--- src/rtl/mips_pkg.sv ---
// rtl/mips_pkg.sv - shared decode constants and multiply/divide FSM states
package mips_pkg;

   localparam logic [1:0] ALU_OP_RTYPE = 2'd2;

   localparam logic [5:0] FUNCT_MFHI  = 6'b010000;
   localparam logic [5:0] FUNCT_MFLO  = 6'b010010;
   localparam logic [5:0] FUNCT_MULT  = 6'b011000;
   localparam logic [5:0] FUNCT_MULTU = 6'b011001;
   localparam logic [5:0] FUNCT_DIV   = 6'b011010;
   localparam logic [5:0] FUNCT_DIVU  = 6'b011011;

   typedef enum logic [1:0] {
      ST_IDLE,
      ST_MUL,
      ST_DIV,
      ST_FIX
   } md_state_t;

endpackage

--- src/rtl/muldiv_sign_fix.sv ---
// rtl/muldiv_sign_fix.sv - conditional two's-complement negate, used for abs and sign restore
module muldiv_sign_fix #(
   parameter int N = 32
) (
   input  logic [N-1:0] val,
   input  logic         neg,
   output logic [N-1:0] res
);

   assign res = neg ? (N'(0) - val) : val;

endmodule

--- src/rtl/muldiv_unit.sv ---
// rtl/muldiv_unit.sv - iterative HI/LO multiply/divide unit with mfhi/mflo read port
module muldiv_unit #(
   parameter int WIDTH = 32,
   parameter int CNT_W = $clog2(WIDTH) + 1
) (
   input  logic             clk,
   input  logic             rst_n,
   input  logic [1:0]       alu_op,
   input  logic [5:0]       funct,
   input  logic [WIDTH-1:0] op_a,
   input  logic [WIDTH-1:0] op_b,
   output logic             busy,
   output logic             stall,
   output logic             done,
   output logic [WIDTH-1:0] hi,
   output logic [WIDTH-1:0] lo,
   output logic [WIDTH-1:0] mf_data
);

   import mips_pkg::*;

   md_state_t        state, state_nxt;
   logic [CNT_W-1:0] cnt;
   logic [WIDTH-1:0] acc, qreg, mcand;
   logic [WIDTH-1:0] hi_r, lo_r;
   logic             neg_res, neg_rem, is_div, done_r;

   logic is_rtype, dec_mul, dec_div, dec_mfhi, dec_mflo;
   logic op_signed, a_neg, b_neg, b_zero, last_step;
   logic start_mul, start_div;
   logic [WIDTH-1:0] abs_a, abs_b;

   assign is_rtype  = (alu_op == ALU_OP_RTYPE);
   assign dec_mul   = is_rtype && (funct == FUNCT_MULT || funct == FUNCT_MULTU);
   assign dec_div   = is_rtype && (funct == FUNCT_DIV  || funct == FUNCT_DIVU);
   assign dec_mfhi  = is_rtype && (funct == FUNCT_MFHI);
   assign dec_mflo  = is_rtype && (funct == FUNCT_MFLO);
   // funct[0] distinguishes the unsigned variant in both mult and div pairs
   assign op_signed = ~funct[0];
   assign a_neg     = op_signed & op_a[WIDTH-1];
   assign b_neg     = op_signed & op_b[WIDTH-1];
   assign b_zero    = (op_b == '0);
   assign start_mul = (state == ST_IDLE) && dec_mul;
   assign start_div = (state == ST_IDLE) && dec_div;
   assign last_step = (cnt == CNT_W'(WIDTH - 1));

   muldiv_sign_fix #(.N(WIDTH)) u_abs_a (.val(op_a), .neg(a_neg), .res(abs_a));
   muldiv_sign_fix #(.N(WIDTH)) u_abs_b (.val(op_b), .neg(b_neg), .res(abs_b));

   logic [WIDTH:0]     mul_sum;
   logic [WIDTH:0]     div_shift;
   logic [WIDTH-1:0]   div_diff;
   logic               div_ge;
   logic [2*WIDTH-1:0] prod_fix;
   logic [WIDTH-1:0]   quo_fix, rem_fix;

   assign mul_sum   = {1'b0, acc} + (qreg[0] ? {1'b0, mcand} : '0);
   assign div_shift = {acc, qreg[WIDTH-1]};
   assign div_ge    = (div_shift >= {1'b0, mcand});
   // when div_ge holds the true difference is below the divisor, so WIDTH bits suffice
   assign div_diff  = div_shift[WIDTH-1:0] - mcand;

   muldiv_sign_fix #(.N(2*WIDTH)) u_fix_prod (.val({acc, qreg}), .neg(neg_res), .res(prod_fix));
   muldiv_sign_fix #(.N(WIDTH))   u_fix_quo  (.val(qreg),        .neg(neg_res), .res(quo_fix));
   muldiv_sign_fix #(.N(WIDTH))   u_fix_rem  (.val(acc),         .neg(neg_rem), .res(rem_fix));

   always_ff @(posedge clk or negedge rst_n) begin
      if (!rst_n) state <= ST_IDLE;
      else        state <= state_nxt;
   end

   always_comb begin
      state_nxt = state;
      case (state)
         ST_IDLE: begin
            if (start_mul)      state_nxt = ST_MUL;
            else if (start_div) state_nxt = b_zero ? ST_FIX : ST_DIV;
         end
         ST_MUL:  if (last_step) state_nxt = ST_FIX;
         ST_DIV:  if (last_step) state_nxt = ST_FIX;
         ST_FIX:  state_nxt = ST_IDLE;
         default: state_nxt = ST_IDLE;
      endcase
   end

   always_ff @(posedge clk or negedge rst_n) begin
      if (!rst_n) begin
         cnt     <= '0;
         acc     <= '0;
         qreg    <= '0;
         mcand   <= '0;
         hi_r    <= '0;
         lo_r    <= '0;
         neg_res <= 1'b0;
         neg_rem <= 1'b0;
         is_div  <= 1'b0;
         done_r  <= 1'b0;
      end else begin
         done_r <= 1'b0;
         case (state)
            ST_IDLE: begin
               if (start_mul) begin
                  cnt     <= '0;
                  acc     <= '0;
                  qreg    <= abs_b;
                  mcand   <= abs_a;
                  neg_res <= a_neg ^ b_neg;
                  neg_rem <= 1'b0;
                  is_div  <= 1'b0;
               end else if (start_div) begin
                  cnt    <= '0;
                  mcand  <= abs_b;
                  is_div <= 1'b1;
                  // divide-by-zero preloads the final answer and lets FIX pass it through unsigned
                  if (b_zero) begin
                     acc     <= op_a;
                     qreg    <= '1;
                     neg_res <= 1'b0;
                     neg_rem <= 1'b0;
                  end else begin
                     acc     <= '0;
                     qreg    <= abs_a;
                     neg_res <= a_neg ^ b_neg;
                     neg_rem <= a_neg;
                  end
               end
            end
            ST_MUL: begin
               acc  <= mul_sum[WIDTH:1];
               qreg <= {mul_sum[0], qreg[WIDTH-1:1]};
               cnt  <= cnt + CNT_W'(1);
            end
            ST_DIV: begin
               acc  <= div_ge ? div_diff : div_shift[WIDTH-1:0];
               qreg <= {qreg[WIDTH-2:0], div_ge};
               cnt  <= cnt + CNT_W'(1);
            end
            ST_FIX: begin
               if (is_div) begin
                  hi_r <= rem_fix;
                  lo_r <= quo_fix;
               end else begin
                  {hi_r, lo_r} <= prod_fix;
               end
               done_r <= 1'b1;
            end
            default: ;
         endcase
      end
   end

   assign busy    = (state != ST_IDLE);
   assign stall   = busy && (dec_mul || dec_div || dec_mfhi || dec_mflo);
   assign done    = done_r;
   assign hi      = hi_r;
   assign lo      = lo_r;
   assign mf_data = dec_mfhi ? hi_r : (dec_mflo ? lo_r : '0);

endmodule

--- config.mk ---
export PLATFORM = sky130hd
export DESIGN_NAME = muldiv_unit
export DESIGN_NICKNAME = d
export VERILOG_FILES = /design/src/rtl/mips_pkg.sv /design/src/rtl/muldiv_sign_fix.sv /design/src/rtl/muldiv_unit.sv
export SDC_FILE = /design/constraint.sdc
export NUM_CORES = 1
export LEC_CHECK = 0
export ABC_CLOCK_PERIOD_IN_PS = 7400
export CORE_ASPECT_RATIO = 1.25
export CORE_UTILIZATION = 50
export DETAILED_ROUTE_END_ITERATION = 16
export PLACE_DENSITY = 0.82
export SLEW_MARGIN = 20
export SYNTH_ARGS = -nofsm -noshare
export SYNTH_HDL_FRONTEND = slang
export SYNTH_SLANG_ARGS = --single-unit
--- constraint.sdc ---
create_clock -name clk -period 7.4 [get_ports clk]
set_input_delay 1.48 -clock clk [delete_from_list [all_inputs] [get_ports clk]]
set_output_delay 1.48 -clock clk [all_outputs]
set_load 0.05 [all_outputs]
==> results.sh, run 1 <==
export IMPL_outcome="finished, final reports clean"
export IMPL_htreeDepth=4
export IMPL_synth_edf_count=0
export IMPL_cts_tree="yes"
export IMPL_antenna_found_initial=0
export IMPL_synth_top_cells_by_count="243 x nor2_1, 221 x a21oi_1, 172 x dfrtp_1, 159 x nand2_1, 138 x o21ai_0"
export IMPL_cp_arrival_ns=3.83
export IMPL_path_max_fanout=33
export IMPL_min_path_type="register to register"
export IMPL_final_fill_count=2758
export IMPL_final_antenna_net_count=0
export IMPL_grt_max_degree=98
export IMPL_hold_depth=2
export IMPL_crit_type="input port to primary output"
export IMPL_clockBufferDepth=2
export IMPL_core_area_um2=30200
export IMPL_grtUsageTotal_pct=35.8
export IMPL_die_w_um=159
export IMPL_holdCritStartpoint="mcand[13]"
export IMPL_routabilityCongestion=1.00
export IMPL_hold_violations=0
export IMPL_grt_overflow_total=0
export IMPL_cp_start_kind="input port"
export IMPL_powerDensity_nw_per_um2=507
export IMPL_ys_seq_area_share_pct=28.0
export IMPL_syn_area_um2=15400
export IMPL_port_buffers=172
export IMPL_ys_types=82
export IMPL_placementRows=71
export IMPL_cts_resized=0
export IMPL_ir_drop_mv=0.370
export IMPL_die_h_um=198
export IMPL_areaGrowthSynthToFinish_pct=16.4
export IMPL_cts_hold_fix_buffers=0
export IMPL_hpwlAfterDp_um=42500
export IMPL_ioPinCount=173
export IMPL_first_global_vias=15198
export IMPL_rr_worst_depth=14
export IMPL_dr_first_iter_drc_count=1446
export IMPL_synth_top_area_share_pct=28.0
export IMPL_cts_made_buffers=17
export IMPL_path_cells="clkdlybuf4s50_1 > nor2_1 > and4b_1 > nand2_2 > nor2_1 > clkdlybuf4s50_1"
export IMPL_dieArea_um2=31400
export IMPL_report_final_slew_viol_count=0
export IMPL_grt_pass1_wl_um=85900
export IMPL_synthFlopType="dfrtp_1"
export IMPL_max_clock_freq_mhz=188
export IMPL_syn_avg_cell_area_um2=7.86
export IMPL_num_vias=15966
export IMPL_tightest_slew_ns=1.15
export IMPL_start_util_pct=50.9
export IMPL_synthCells=1955
export IMPL_drc=0
export IMPL_leakage_nw=7.42
export IMPL_setup_violations=0
export IMPL_layout_worst_path_cycle_share_pct=71.7
export IMPL_synth_nets=2105
export IMPL_pre_cts_ws_ns=1.73
export IMPL_drive_above_1_share_pct=6.23
export IMPL_cap_viol_max_count=0
export IMPL_fin_worst_skew_ns=0.0191
export IMPL_first_pass_iters=6
export IMPL_reg2reg_from="qreg[0]"
export IMPL_synth_most_common_cell="nor2_1"
export IMPL_crit_slowest_cell="clkdlybuf4s50_1"
export IMPL_post_cts_setup_buffers=0
export IMPL_ys_ff_latch=172
export IMPL_clk_latency_ns=0.45
export IMPL_min_period_ns=5.31
export IMPL_async_reset_ff_share_pct=100
export IMPL_rsz0062_at_grt="no"
export IMPL_cp_startpoint="alu_op[0]"
export IMPL_maxSlewHeadroom_pct=23.3
export IMPL_crit_path_max_incr_delay_ns=0.85
export IMPL_routed_via_density=6.50
export IMPL_wl_per_cell_um=23.1
export IMPL_cp_end_kind="primary output"
export IMPL_cts_sinks=172
export IMPL_finalWorstSetupSlack_ns=2.09
export IMPL_clk_pin_slew_worst_paths_ns=0.06
export IMPL_finalNetCount=2191
export IMPL_wirelength_um=56700
export IMPL_finalSetupTns_ns=0
export IMPL_clockRootBuffer="clkbuf_16"
export IMPL_critPathRequiredTime_ns=5.92
export IMPL_synth_area_leaders="dfrtp_1 28%, a21oi_1 7.2%, ha_1 6.0%"
export IMPL_synth_warnings=0
export IMPL_yosysTopAreaCell="dfrtp_1"
==> path summary, 6_finish.rpt <==
path | end | slack, ns
setup / recovery | mf_data[13] | 2.09
hold / removal | mcand[13] | 0.49
setup reg to reg | acc[29] | 3.17
hold reg to reg | mcand[13] | 0.49
max in group asynchronous | qreg[11] | 4.79
min in group asynchronous | hi[10] | 1.12
==> cells in the final DEF, fill, tap and decap left out, types with 20 or more instances in the layout <==
cell type,count
nand2_1,158
xnor2_1,95
a21o_1,31
mux2i_1,50
a22o_1,28
mux2_2,38
buf_4,20
dfrtp_1,172
xor2_1,77
a211oi_1,29
nand3_1,31
a31oi_1,24
clkdlybuf4s50_1,170
nor3_1,64
nor2_1,242
a221oi_1,34
a21oi_1,219
o21ai_0,138
inv_1,72
ha_1,70
==> layout make-up <==
cell class              count  area (µm²)  share of cell area, %
multi-input cells        1585       10300                   57.8
flip-flops and latches    172        4300                   24.1
repair buffers            191        1860                   10.4
well taps                 401         502                   2.80
clock buffers              17         425                   2.38
inverters                  74         278                   1.55
clock inverters            15         174                  0.972
diodes                      1        2.50                 0.0140
==> registers in the layout, indices dropped and copies added, names as in the netlist <==
register / flops
qreg: 32
neg_res: 1
mcand: 32
hi: 32
neg_rem: 1
lo: 32
done: 1
state: 2
cnt: 6
is_div: 1
acc: 32
==> worst max-delay path: cells and delay by family <==
| kind | cells | cell delay, ns |
|---|---|---|
| buffers and inverters | 2 | 1.25 |
| and+or+nand+nor | 4 | 1.06 |
==> metal layers <==
layer	GRT usage [%]	routed length (µm)	vias up
li1	-	-	7245
met1	40.2	20500	7594
met2	59.6	26500	876
met3	7.81	5020	251
met4	27.2	4560	0
met5	0	0	-
==> logic make-up (layout without fill, tap and decap cells) <==
logic type | after synthesis | count (layout) | synth area share (%)
xor gates and xnor gates | 172 | 172 | 9.80
muxes | 88 | 88 | 6.04
buffers and inverters | 198 | 297 | 5.03
AOI/OAI and AO/OA | 618 | 618 | 25.3
adders and majority gates | 76 | 76 | 6.29
DFF | 172 | 172 | 28.0
and+or+nand+nor | 631 | 631 | 19.5
other | 0 | 1 | 0
==> through the flow <==
stage	hold WS, ns	cells	total power [mW]	utilization [%]	cell area, µm²
after detailed placement	0.472	2423	7.97	57.2	17300
after global placement	0.467	2423	7.86	57.2	17300
after floorplan	0.450	1955	6.12	-	15400
final	0.485	2456	9.07	59.2	17900
after CTS	0.489	2455	8.92	59.2	17900
after global routing	0.514	2455	9.62	59.2	17900
==> power by group <==
group / switching [mW] / internal, mW / leakage (nW) / total, mW
combinational: 3.77 / 2.21 / 5.04 / 5.98
sequential: 0.786 / 1.39 / 2.08 / 2.17
clock: 0.439 / 0.484 / 0.290 / 0.923
Note: power is estimated with default switching activity, not from simulation.
==> inputs of run 2 (changes only) <==
ABC_CLOCK_PERIOD_IN_PS = 4800   (was 7400)
PLACE_DENSITY = 0.85   (was 0.82)
clock period = 4.8 ns   (was 7.4 ns; I/O delays follow)
==> run 2 against run 1 <==
Against the previous run: clock skew down 0.0012 ns; register-to-register slack worse by 2.5 ns; clock power up 51%; critical path depth up 6; sequential power up 42%; combinational power up 64%; global-route usage up 1.3 points; non-clock buffer count up 33.
==> results.sh, run 2 (synthesis gave the netlist of run 1 again) <==
export IMPL_outcome="finished, final reports clean"
export IMPL_met2_usage_pct=59.9
export IMPL_finalInstanceArea_um2=18100
export IMPL_grt_use_met1_pct=43.2
export IMPL_tightest_slew_ns=1.10
export IMPL_antenna_found_initial=0
export IMPL_placementRows=71
export IMPL_max_clock_freq_mhz=241
export IMPL_layout_commonest_cell="nor2_1"
export IMPL_cts_hold_fix_buffers=0
export IMPL_diodes=0
export IMPL_drive_above_1_share_pct=9.25
export IMPL_report_final_slew_viol_count=0
export IMPL_grt_pass1_wl_um=89200
export IMPL_min_period_ns=4.15
export IMPL_path_max_fanout=14
export IMPL_routed_via_density=6.55
export IMPL_cp_start_kind="register"
export IMPL_port_buffers=172
export IMPL_dieArea_um2=31400
export IMPL_die_h_um=198
export IMPL_drc=0
export IMPL_wl_per_cell_um=23.6
export IMPL_grtUsageTotal_pct=37.1
export IMPL_post_route_util_pct=59.9
export IMPL_areaGrowthSynthToFinish_pct=17.7
export IMPL_grt_overflow_total=0
export IMPL_hold_depth=2
export IMPL_cp_arrival_ns=4.50
export IMPL_dr_first_iter_drc_count=1559
export IMPL_maxSlewHeadroom_pct=26.4
export IMPL_cts_sinks=172
export IMPL_grt_max_degree=90
export IMPL_critPathRequiredTime_ns=5.15
export IMPL_finalSetupTns_ns=0
export IMPL_start_util_pct=50.9
export IMPL_cap_viol_max_count=0
export IMPL_routabilityCongestion=1.04
export IMPL_clockBufferDepth=2
export IMPL_clk_pin_slew_worst_paths_ns=0.07
export IMPL_first_global_vias=15548
export IMPL_cts_tree="yes"
export IMPL_busiest_layer="met2"
export IMPL_met3_usage_pct=6.58
export IMPL_crit_type="register to register"
export IMPL_cp_end_kind="register"
export IMPL_hold_violations=0
export IMPL_cts_resized=0
export IMPL_p_total_mw=14.3
export IMPL_fin_worst_skew_ns=0.0178
export IMPL_final_antenna_net_count=0
export IMPL_hpwlAfterDp_um=45000
export IMPL_clockRootBuffer="clkbuf_16"
export IMPL_r2r_end="acc[28]"
export IMPL_ir_drop_mv=0.460
export IMPL_min_path_type="register to register"
export IMPL_reg2reg_from="mcand[1]"
export IMPL_rrSetupSlack_ns=0.65
export IMPL_num_vias=16300
export IMPL_cts_made_buffers=17
export IMPL_rr_worst_depth=12
export IMPL_post_cts_setup_buffers=0
export IMPL_final_fill_count=2695
export IMPL_setup_violations=0
export IMPL_hold_end="mcand[27]"
export IMPL_leakage_nw=7.65
export IMPL_finalNetCount=2224
export IMPL_htreeDepth=4
export IMPL_rsz0062_at_grt="no"
export IMPL_ioPinCount=173
export IMPL_layout_common_cells="242 x nor2_1, 220 x a21oi_1, 171 x dfrtp_1, 159 x nand2_1, 138 x o21ai_0"
export IMPL_holdCritStartpoint="mcand[27]"
export IMPL_layout_worst_path_cycle_share_pct=86.4
export IMPL_powerDensity_nw_per_um2=790
export IMPL_first_pass_iters=10
export IMPL_wirelength_um=58800
export IMPL_place_area_um2=17500
export IMPL_core_area_um2=30200
export IMPL_die_w_um=159
export IMPL_clk_latency_ns=0.45
## run 2: stage by stage
stage	hold WS (ns)	setup WS [ns]	cells
6_report	0.489	0.652	2488
5_1_grt	0.509	0.473	2488
2_1_floorplan	0.450	1.08	1955
3_5_place_dp	0.472	0.618	2456
3_3_place_gp	0.465	0.644	2456
4_1_cts	0.487	0.795	2488
## run 2: critical path: stages, from the launching register on
cell and delay [ns]:
dfrtp_1 0.51, inv_1 0.14, ha_1 0.30, nor2b_1 0.15, o31a_1 0.32, o211ai_1 0.36, a21oi_1 0.20, o21ai_0 0.33
nand2_1 0.46, buf_4 0.39, nor2_1 0.39, a221oi_1 0.20, a211oi_1 0.27
## run 2: cell type report
| class | instances | area [µm²] | share of cell area (%) |
|---|---|---|---|
| Clock inverter | 14 | 144 | 0.795 |
| Multi-Input combinational cell | 1585 | 10300 | 57.1 |
| Inverter | 74 | 278 | 1.54 |
| Sequential cell | 172 | 4310 | 23.8 |
| Timing Repair Buffer | 224 | 2090 | 11.6 |
| Tap cell | 401 | 502 | 2.77 |
| Clock buffer | 18 | 439 | 2.43 |
## run 2: worst max path at each step
stage / startpoint / endpoint / slack (ns) / cells past startpoint
floorplan: funct[1] / mf_data[10] / 1.08 / 5
global placement: op_b[0] / acc[27] / 0.64 / 14
detailed placement: op_b[0] / acc[27] / 0.62 / 14
CTS: qreg[0] / acc[29] / 0.79 / 13
global route: qreg[0] / acc[29] / 0.47 / 13
finish: mcand[1] / acc[28] / 0.65 / 12
## run 2: per-layer routing
| layer | wire length [µm] | up-vias | part of all wire, % |
|---|---|---|---|
| met3 | 5260 | 295 | 8.9 |
| li1 | - | 7299 | - |
| met4 | 5450 | 0 | 9.3 |
| met2 | 26700 | 1056 | 45 |
| met1 | 21400 | 7650 | 36 |
| met5 | 0 | - | 0 |
## run 2: power by group
part | internal (mW) | switching, mW
logic | 3.59 | 6.23
clock network | 0.709 | 0.684
registers | 2.14 | 0.945
